<file path="config.mk">
export PLATFORM = sky130hd
export DESIGN_NAME = spi_reg_ctrl
export DESIGN_NICKNAME = d
export VERILOG_FILES = /design/src/rtl/spi_reg_pkg.sv /design/src/rtl/spi_reg_ctrl.sv
export SDC_FILE = /design/constraint.sdc
export NUM_CORES = 1
export LEC_CHECK = 0
export CORE_MARGIN = 1.5
export CORE_UTILIZATION = 36
export CTS_CLUSTER_DIAMETER = 30
export DETAILED_ROUTE_END_ITERATION = 6
export HOLD_SLACK_MARGIN = 0.08
export PLACE_DENSITY = 0.7
export SYNTH_ARGS = -nofsm -noshare
export SYNTH_HDL_FRONTEND = slang
export SYNTH_SLANG_ARGS = --single-unit
</file>
<file path="constraint.sdc">
create_clock -name sclk -period 1.71 [get_ports sclk]
set_clock_uncertainty 0.15 [all_clocks]
set_input_delay 0.342 -clock sclk [delete_from_list [all_inputs] [get_ports sclk]]
set_output_delay 0.342 -clock sclk [all_outputs]
set_load 0.05 [all_outputs]
</file>
<file path="src/rtl/spi_reg_pkg.sv">
// Shared types and constants for the SPI register-access slave.
package spi_reg_pkg;

  typedef enum logic [1:0] {
    CMD = 2'd0,
    WR  = 2'd1,
    RD  = 2'd2
  } state_t;

  localparam int         CMD_RW_BIT     = 7;
  localparam logic [7:0] STATUS_DEFAULT = 8'hA5;

endpackage

</file>
<file path="src/rtl/spi_reg_ctrl.sv">
// SPI mode-0 slave translating command/data frames into register bank accesses.
// state | meaning
// CMD   | receiving command byte (held while cs_n=1)
// WR    | data bytes are written to reg_addr, address auto-increments
// RD    | data bytes return reg_rdata, address auto-increments
module spi_reg_ctrl
  import spi_reg_pkg::*;
#(
  parameter int              AW     = 7,
  parameter int              DW     = 8,
  parameter logic [DW-1:0]   STATUS = STATUS_DEFAULT
) (
  input  logic          sclk,
  input  logic          rst,
  input  logic          cs_n,
  input  logic          mosi,
  output logic          miso,
  output logic          miso_oe,
  output logic [AW-1:0] reg_addr,
  output logic [DW-1:0] reg_wdata,
  output logic          reg_we,
  input  logic [DW-1:0] reg_rdata
);

  state_t        state;
  logic [2:0]    bit_cnt;
  logic [DW-1:0] shift_in;
  logic [DW-1:0] shift_out;
  logic [DW-1:0] rx_byte;
  logic          frame_clr;
  logic          byte_end;

  // Deselect acts as a frame-level async clear so partial bytes never leak.
  assign frame_clr = rst | cs_n;
  assign rx_byte   = {shift_in[DW-2:0], mosi};
  assign byte_end  = (bit_cnt == 3'd7);

  always_ff @(posedge sclk or posedge frame_clr) begin
    if (frame_clr) begin
      state    <= CMD;
      bit_cnt  <= 3'd0;
      shift_in <= '0;
    end else begin
      shift_in <= rx_byte;
      bit_cnt  <= bit_cnt + 3'd1;
      if (byte_end && state == CMD)
        state <= rx_byte[CMD_RW_BIT] ? RD : WR;
    end
  end

  always_ff @(posedge sclk or posedge rst) begin
    if (rst) begin
      reg_addr <= '0;
    end else if (byte_end && !cs_n) begin
      if (state == CMD)
        reg_addr <= rx_byte[AW-1:0];
      else
        reg_addr <= reg_addr + AW'(1);
    end
  end

  // bit_cnt wraps to 0 on each 8th posedge, so the following negedge is the load slot.
  always_ff @(negedge sclk or posedge frame_clr) begin
    if (frame_clr)
      shift_out <= STATUS;
    else if (bit_cnt == 3'd0 && state == RD)
      shift_out <= reg_rdata;
    else
      shift_out <= {shift_out[DW-2:0], 1'b0};
  end

  assign miso      = shift_out[DW-1];
  assign miso_oe   = ~cs_n;
  assign reg_we    = (state == WR) && byte_end && !cs_n;
  assign reg_wdata = reg_we ? rx_byte : '0;

endmodule

</file>
==> flow_metrics.env, run 1 <==
export IMPL_status="finished with violations"
export IMPL_violations="setup timing"
export IMPL_vias=969
export IMPL_clk_pin_slew_worst_paths_ns=0.14
export IMPL_portBuffers=29
export IMPL_vias_per_cell=4.94
export IMPL_clockBufferDepth=2
export IMPL_hp_class="primary input to asynchronous set/reset pin"
export IMPL_p_per_area_nw_per_um2=738
export IMPL_num_rows=21
export IMPL_cpLargestDelayFamily="flip-flops"
export IMPL_numCtsBuffers=3
export IMPL_p_int_mw=1.01
export IMPL_grt_ovfl_total=0
export IMPL_synth_seq_cells=27
export IMPL_cp_cell_sequence="inv_2 > ha_1 > and4bb_4 > mux2_4"
export IMPL_synth_warnings=0
export IMPL_hold_viol=0
export IMPL_cap_violations=0
export IMPL_grt_usage=0.154
export IMPL_slew_viol_final=0
export IMPL_p_seq_frac=0.513
export IMPL_final_cell_mix="buf_12 (20), dfrtp_1 (17), buf_4 (13)"
export IMPL_pwr_share_comb=0.289
export IMPL_die_w_um=62.3
export IMPL_crit_buf_inv=1
export IMPL_drt_total_wl_mm=2.69
export IMPL_core_area_um2=3360
export IMPL_post_synth_cell_area_avg_um2=12.4
export IMPL_synth_nets=118
export IMPL_reg2reg_from="bit_cnt[0]"
export IMPL_grt_pass1_wl_mm=4.70
export IMPL_h_tree_depth=1
export IMPL_drive_gt1_frac=0.480
export IMPL_wl_per_cell_um=13.7
export IMPL_setup_viol=21
export IMPL_layout_commonest_cell="buf_12"
export IMPL_crit_slowest_cell="dfrtp_1"
export IMPL_fin_area_um2=2020
export IMPL_placed_area_um2=1890
export IMPL_tightest_slew_ns=0.293
export IMPL_cp_start_kind="register"
export IMPL_dp_slack_ns=-0.749
export IMPL_cts_root_buf="clkbuf_4"
export IMPL_crit_start="bit_cnt[0]"
export IMPL_place_gp_congestion=0.781
export IMPL_yosysUniqueCellTypes=34
export IMPL_ys_seq_area_frac=0.538
export IMPL_cts_hold_buf=0
export IMPL_vdd_drop_max_v=0.000474
export IMPL_worstSetupPathType="register to register"
export IMPL_io_pins=30
export IMPL_drtIter0Drc=36
export IMPL_syn_to_final_growth_pct=59.4
export IMPL_drc=0
export IMPL_postLayoutSetupSlackWorst_ns=-0.695
export IMPL_clock_latency_ns=0.37
export IMPL_die_area_um2=3880
export IMPL_cp_max_fo=8
export IMPL_place_hpwl_mm=2.13
export IMPL_grt_pass1_vias=1016
export IMPL_power_switching_mw=0.476
export IMPL_power_switching_share=0.320
export IMPL_syn_cell_area_um2=1260
export IMPL_leakagePower_nw=0.882
export IMPL_arrival_ns=1.57
export IMPL_antenna_found_initial=0
export IMPL_tritoncts="done"
export IMPL_clkPwrFrac=0.198
export IMPL_nets=167
export IMPL_first_pass_iters=4
export IMPL_die_y_um=62.3
export IMPL_grt_start_max_net_pins=15
export IMPL_rsz0062_at_grt="true"
export IMPL_crit_path_end_kind="register"
export IMPL_drtAntennaViolNets=0
export IMPL_required_ns=0.87
export IMPL_synth_cells=102
export IMPL_start_util=0.376
export IMPL_clkSinkCount=27
export IMPL_relSlewSlack=0.804
export IMPL_slowest_delay_ns=0.42
export IMPL_diodes=0
## registers in the layout, indices dropped and copies added, names as in the netlist
signal	flops
bit_cnt	3
reg_addr	7
shift_in	7
shift_out	8
state	2
## through the flow
stage	TNS, ns	total power, mW	hold slack (ns)	cells	util
2_1_floorplan	-9.44	0.994	-0.00474	102	-
3_3_place_gp	-11.85	1.21	0.244	184	0.562
3_5_place_dp	-12.79	1.22	0.238	184	0.562
4_1_cts	-11.52	1.50	0.196	195	0.594
5_1_grt	-13.34	1.58	0.211	196	0.600
6_report	-11.65	1.49	0.196	196	0.600
## final cells by class
type	count	area, um^2
clock buffer	3	22.5
clock inverter	5	18.8
fill	300	1350
inverter	5	18.8
multi-input combinational	64	583
sequential	27	683
tap	46	57.6
timing repair buffer	46	633
## worst reg2reg max path, delay by kind of cell, from the launching register on
family        cells  cell delay [ns]
simple gates      1             0.33
mux               1             0.32
flops             1             0.42
buf+inv           1             0.06
fa+ha+maj         1             0.13
## what timing repair did
item / CTS / global route
setup buffers: 5 / 1
hold endpoints to repair: 0 / 0
pin swaps: 2 / 0
gates resized for setup: 6 / 4
endpoints found under the setup margin: 26 / 24
## power groups by stage
stage          clock, mW  combinational (mW)  sequential, mW
2_1_floorplan     0.0182               0.117           0.859
3_3_place_gp      0.0182               0.417           0.771
3_5_place_dp      0.0182               0.425           0.775
4_1_cts            0.306               0.434           0.764
5_1_grt            0.352               0.453           0.774
6_report           0.295               0.430           0.764
## synth_stat cells
master     n  area, um^2
a211o_1    1        8.76
a21oi_1    3        15.0
a221o_1    1        10.0
a22o_1     1        8.76
a22oi_1    1        7.51
a31o_2     1        8.76
a31oi_1    4        25.0
and2_1     9        56.3
and3_1     3        18.8
and4bb_2   1        12.5
buf_2      1        5.00
buf_6      4        45.0
dfrtn_1    4         100
dfrtp_1   19         475
dfstp_2    4         105
ha_1       4        50.1
inv_1      6        22.5
mux2_2     7        78.8
mux2i_1    1        10.0
nand2_1    2        7.51
nand2b_4   1        13.8
nand3_1    3        15.0
nor2_1     1        3.75
nor2_4     1        11.3
nor3_1     5        25.0
nor3b_1    1        7.51
nor3b_4    1        18.8
nor4b_4    1        23.8
o211ai_1   1        7.51
o21ai_0    3        15.0
o21bai_1   1        7.51
o22a_1     3        26.3
or2_2      2        12.5
or3_1      1        6.26
## worst paths after layout
kind	to	slack, ns	depth (start not counted)
worst max-delay path	shift_out[1]	-0.69	4
worst min-delay path	reg_addr[6]	0.20	2
worst max register to register	shift_out[1]	-0.69	4
worst min register to register	shift_in[3]	0.27	0
max in group asynchronous	shift_out[5]	0.11	3
min in group sclk	shift_in[3]	0.27	0
## routing by layer
metal  routed length (um)  global-route usage  up-vias
li1                     -                   -      460
met1                 1130               0.204      481
met2                 1400               0.255       24
met3                  103              0.0163        4
met4                   53              0.0750        0
met5                    0                   0        -
## kinds of logic after synthesis
| family | after synthesis | synth area share |
|---|---|---|
| AOI/OAI and AO/OA | 20 | 0.111 |
| and+or+nand+nor | 32 | 0.184 |
| adders and majority gates | 4 | 0.0396 |
| DFF | 27 | 0.538 |
| muxes | 8 | 0.0702 |
| buffers and inverters | 11 | 0.0574 |
Note: power is estimated with default switching activity, not from simulation.
==> run 2: changes to the inputs <==
--- a/config.mk
+++ b/config.mk
@@ -8,9 +8,11 @@
 export CORE_MARGIN = 1.5
 export CORE_UTILIZATION = 36
 export CTS_CLUSTER_DIAMETER = 30
+export CTS_CLUSTER_SIZE = 40
 export DETAILED_ROUTE_END_ITERATION = 6
 export HOLD_SLACK_MARGIN = 0.08
 export PLACE_DENSITY = 0.7
+export SLEW_MARGIN = 20
 export SYNTH_ARGS = -nofsm -noshare
 export SYNTH_HDL_FRONTEND = slang
 export SYNTH_SLANG_ARGS = --single-unit
==> results of run 2 <==
Final layout, timing and power as in run 1 (identical DEF).
==> run 3: changes to the inputs <==
--- a/config.mk
+++ b/config.mk
@@ -5,13 +5,15 @@
 export SDC_FILE = /design/constraint.sdc
 export NUM_CORES = 1
 export LEC_CHECK = 0
+export CELL_PAD_IN_SITES_DETAIL_PLACEMENT = 1
+export CELL_PAD_IN_SITES_GLOBAL_PLACEMENT = 1
 export CORE_MARGIN = 1.5
-export CORE_UTILIZATION = 36
+export CORE_UTILIZATION = 34
 export CTS_CLUSTER_DIAMETER = 30
 export CTS_CLUSTER_SIZE = 40
 export DETAILED_ROUTE_END_ITERATION = 6
 export HOLD_SLACK_MARGIN = 0.08
-export PLACE_DENSITY = 0.7
+export PLACE_DENSITY = 0.8
 export SLEW_MARGIN = 20
 export SYNTH_ARGS = -nofsm -noshare
 export SYNTH_HDL_FRONTEND = slang
==> run 3 against run 2 <==
The run still ends with setup timing left. Register-to-register slack about the same. Final cell count up 2.6%. Non-clock buffer count up 5. Critical path type unchanged. Clock-buffer cell count unchanged. Combinational power up 1%. Flip-flop and latch count unchanged. Largest power group unchanged.
==> flow_metrics.env, run 3 (synthesis gave the netlist of run 1 again) <==
export IMPL_grt_usage=0.193
export IMPL_h_tree_depth=1
export IMPL_vias=1010
export IMPL_io_pins=30
export IMPL_num_rows=21
export IMPL_crit_slowest_cell="dfrtp_1"
export IMPL_grt_start_max_net_pins=18
export IMPL_die_w_um=64.0
export IMPL_drtIter0Drc=33
export IMPL_clk_pin_slew_worst_paths_ns=0.10
export IMPL_r2r_slack_ns=-0.70
export IMPL_grt_pass1_vias=1112
export IMPL_required_ns=0.84
export IMPL_cpLargestDelayFamily="flip-flops"
export IMPL_grt_ovfl_total=0
export IMPL_cp_start_kind="register"
export IMPL_drc=0
export IMPL_wl_per_cell_um=17.5
export IMPL_reg_top3="shift_out (8), reg_addr (7), shift_in (7)"
export IMPL_crit_path_end_kind="register"
export IMPL_dp_slack_ns=-0.774
export IMPL_drtAntennaViolNets=0
export IMPL_cts_root_buf="clkbuf_8"
export IMPL_cap_violations=0
export IMPL_slowest_delay_ns=0.41
export IMPL_reg2reg_depth=4
export IMPL_portBuffers=29
export IMPL_die_area_um2=4100
export IMPL_postLayoutSetupSlackWorst_ns=-0.702
export IMPL_largest_reg_flops=8
export IMPL_core_area_um2=3440
export IMPL_worstSetupPathType="register to register"
export IMPL_cp_max_fo=8
export IMPL_clockBufferDepth=2
export IMPL_diodes=0
export IMPL_antenna_found_initial=0
export IMPL_die_y_um=64.0
export IMPL_grt_pass1_wl_mm=5.96
export IMPL_hp_class="primary input to asynchronous set/reset pin"
export IMPL_start_util=0.368
export IMPL_violations="setup timing"
export IMPL_status="finished with violations"
export IMPL_rsz0062_at_grt="true"
export IMPL_regArea_um2=683
export IMPL_vdd_drop_max_v=0.000749
export IMPL_hold_slack_ns=0.246
export IMPL_place_hpwl_mm=2.49
export IMPL_first_pass_iters=4
export IMPL_hold_viol=0
export IMPL_final_cell_mix="buf_12 (19), dfrtp_1 (17), buf_4 (17)"
export IMPL_arrival_ns=1.54
export IMPL_relSlewSlack=0.774
export IMPL_drt_total_wl_mm=3.52
export IMPL_setup_viol=21
export IMPL_vias_per_cell=5.02
export IMPL_place_gp_congestion=0.789
export IMPL_crit_buf_inv=1
export IMPL_clkSinkCount=27
export IMPL_tritoncts="done"
export IMPL_syn_to_final_growth_pct=65.7
export IMPL_nets=172
export IMPL_fillers=349
export IMPL_multiInputGateArea_um2=609
export IMPL_power_mw=1.63
export IMPL_finalSetupTns_ns=-11.63
export IMPL_cp_cell_sequence="inv_2 > ha_4 > and4bb_4 > mux2_4"
export IMPL_leakagePower_nw=0.917
export IMPL_reg2reg_from="bit_cnt[0]"
export IMPL_drive_gt1_frac=0.516
export IMPL_slew_viol_final=0
export IMPL_max_flop_register="shift_out"
export IMPL_tightest_slew_ns=0.337
export IMPL_clock_latency_ns=0.35
export IMPL_layout_commonest_cell="buf_12"
export IMPL_p_per_area_nw_per_um2=779
export IMPL_numCtsBuffers=3
export IMPL_r2r_end="shift_out[6]"
[run 3: how the worst max path moves through the flow]
| stage | startpoint | end | cells after the start |
|---|---|---|---|
| after floorplan | bit_cnt[0] | shift_out[1] | 5 |
| after global placement | bit_cnt[0] | shift_out[1] | 4 |
| after detailed placement | bit_cnt[0] | shift_out[6] | 4 |
| after CTS | bit_cnt[1] | shift_out[6] | 4 |
| after global routing | bit_cnt[0] | shift_out[6] | 4 |
| final | bit_cnt[0] | shift_out[6] | 4 |
[run 3: repair_timing]
action                                  in CTS  in global routing
hold buffers                                 0                  0
cloned                                       1                  0
endpoints found under the setup margin      25                 22
hold endpoints to repair                     0                  0
buffers inserted                             7                  3
pin swaps                                    4                  0
resized for setup                           17                  1
[run 3: final cells by class]
type / instances / area share
Sequential cell: 27 / 0.326
Timing Repair Buffer: 51 / 0.316
Multi-Input combinational cell: 64 / 0.291
Tap cell: 46 / 0.0275
Clock buffer: 3 / 0.0197
Clock inverter: 5 / 0.0113
Inverter: 5 / 0.00896
[run 3: where the power goes]
| group | switching (mW) | leakage [nW] | internal [mW] |
|---|---|---|---|
| registers | 0.0734 | 0.317 | 0.695 |
| clock network | 0.245 | 0.0474 | 0.184 |
| logic | 0.215 | 0.553 | 0.220 |
[run 3: metal layers]
layer,wire length (um),vias up,GRT usage
met5,0,-,0
met4,36,0,0.0489
met3,86,4,0.0194
met2,1960,19,0.342
met1,1440,519,0.249
li1,-,468,-
[run 3: stage by stage]
step	cell area, um^2	util	instances
floorplan	1320	-	102
global placement	1880	0.547	183
detailed placement	1880	0.547	183
CTS	2070	0.601	198
global route	2100	0.609	201
finish	2100	0.609	201
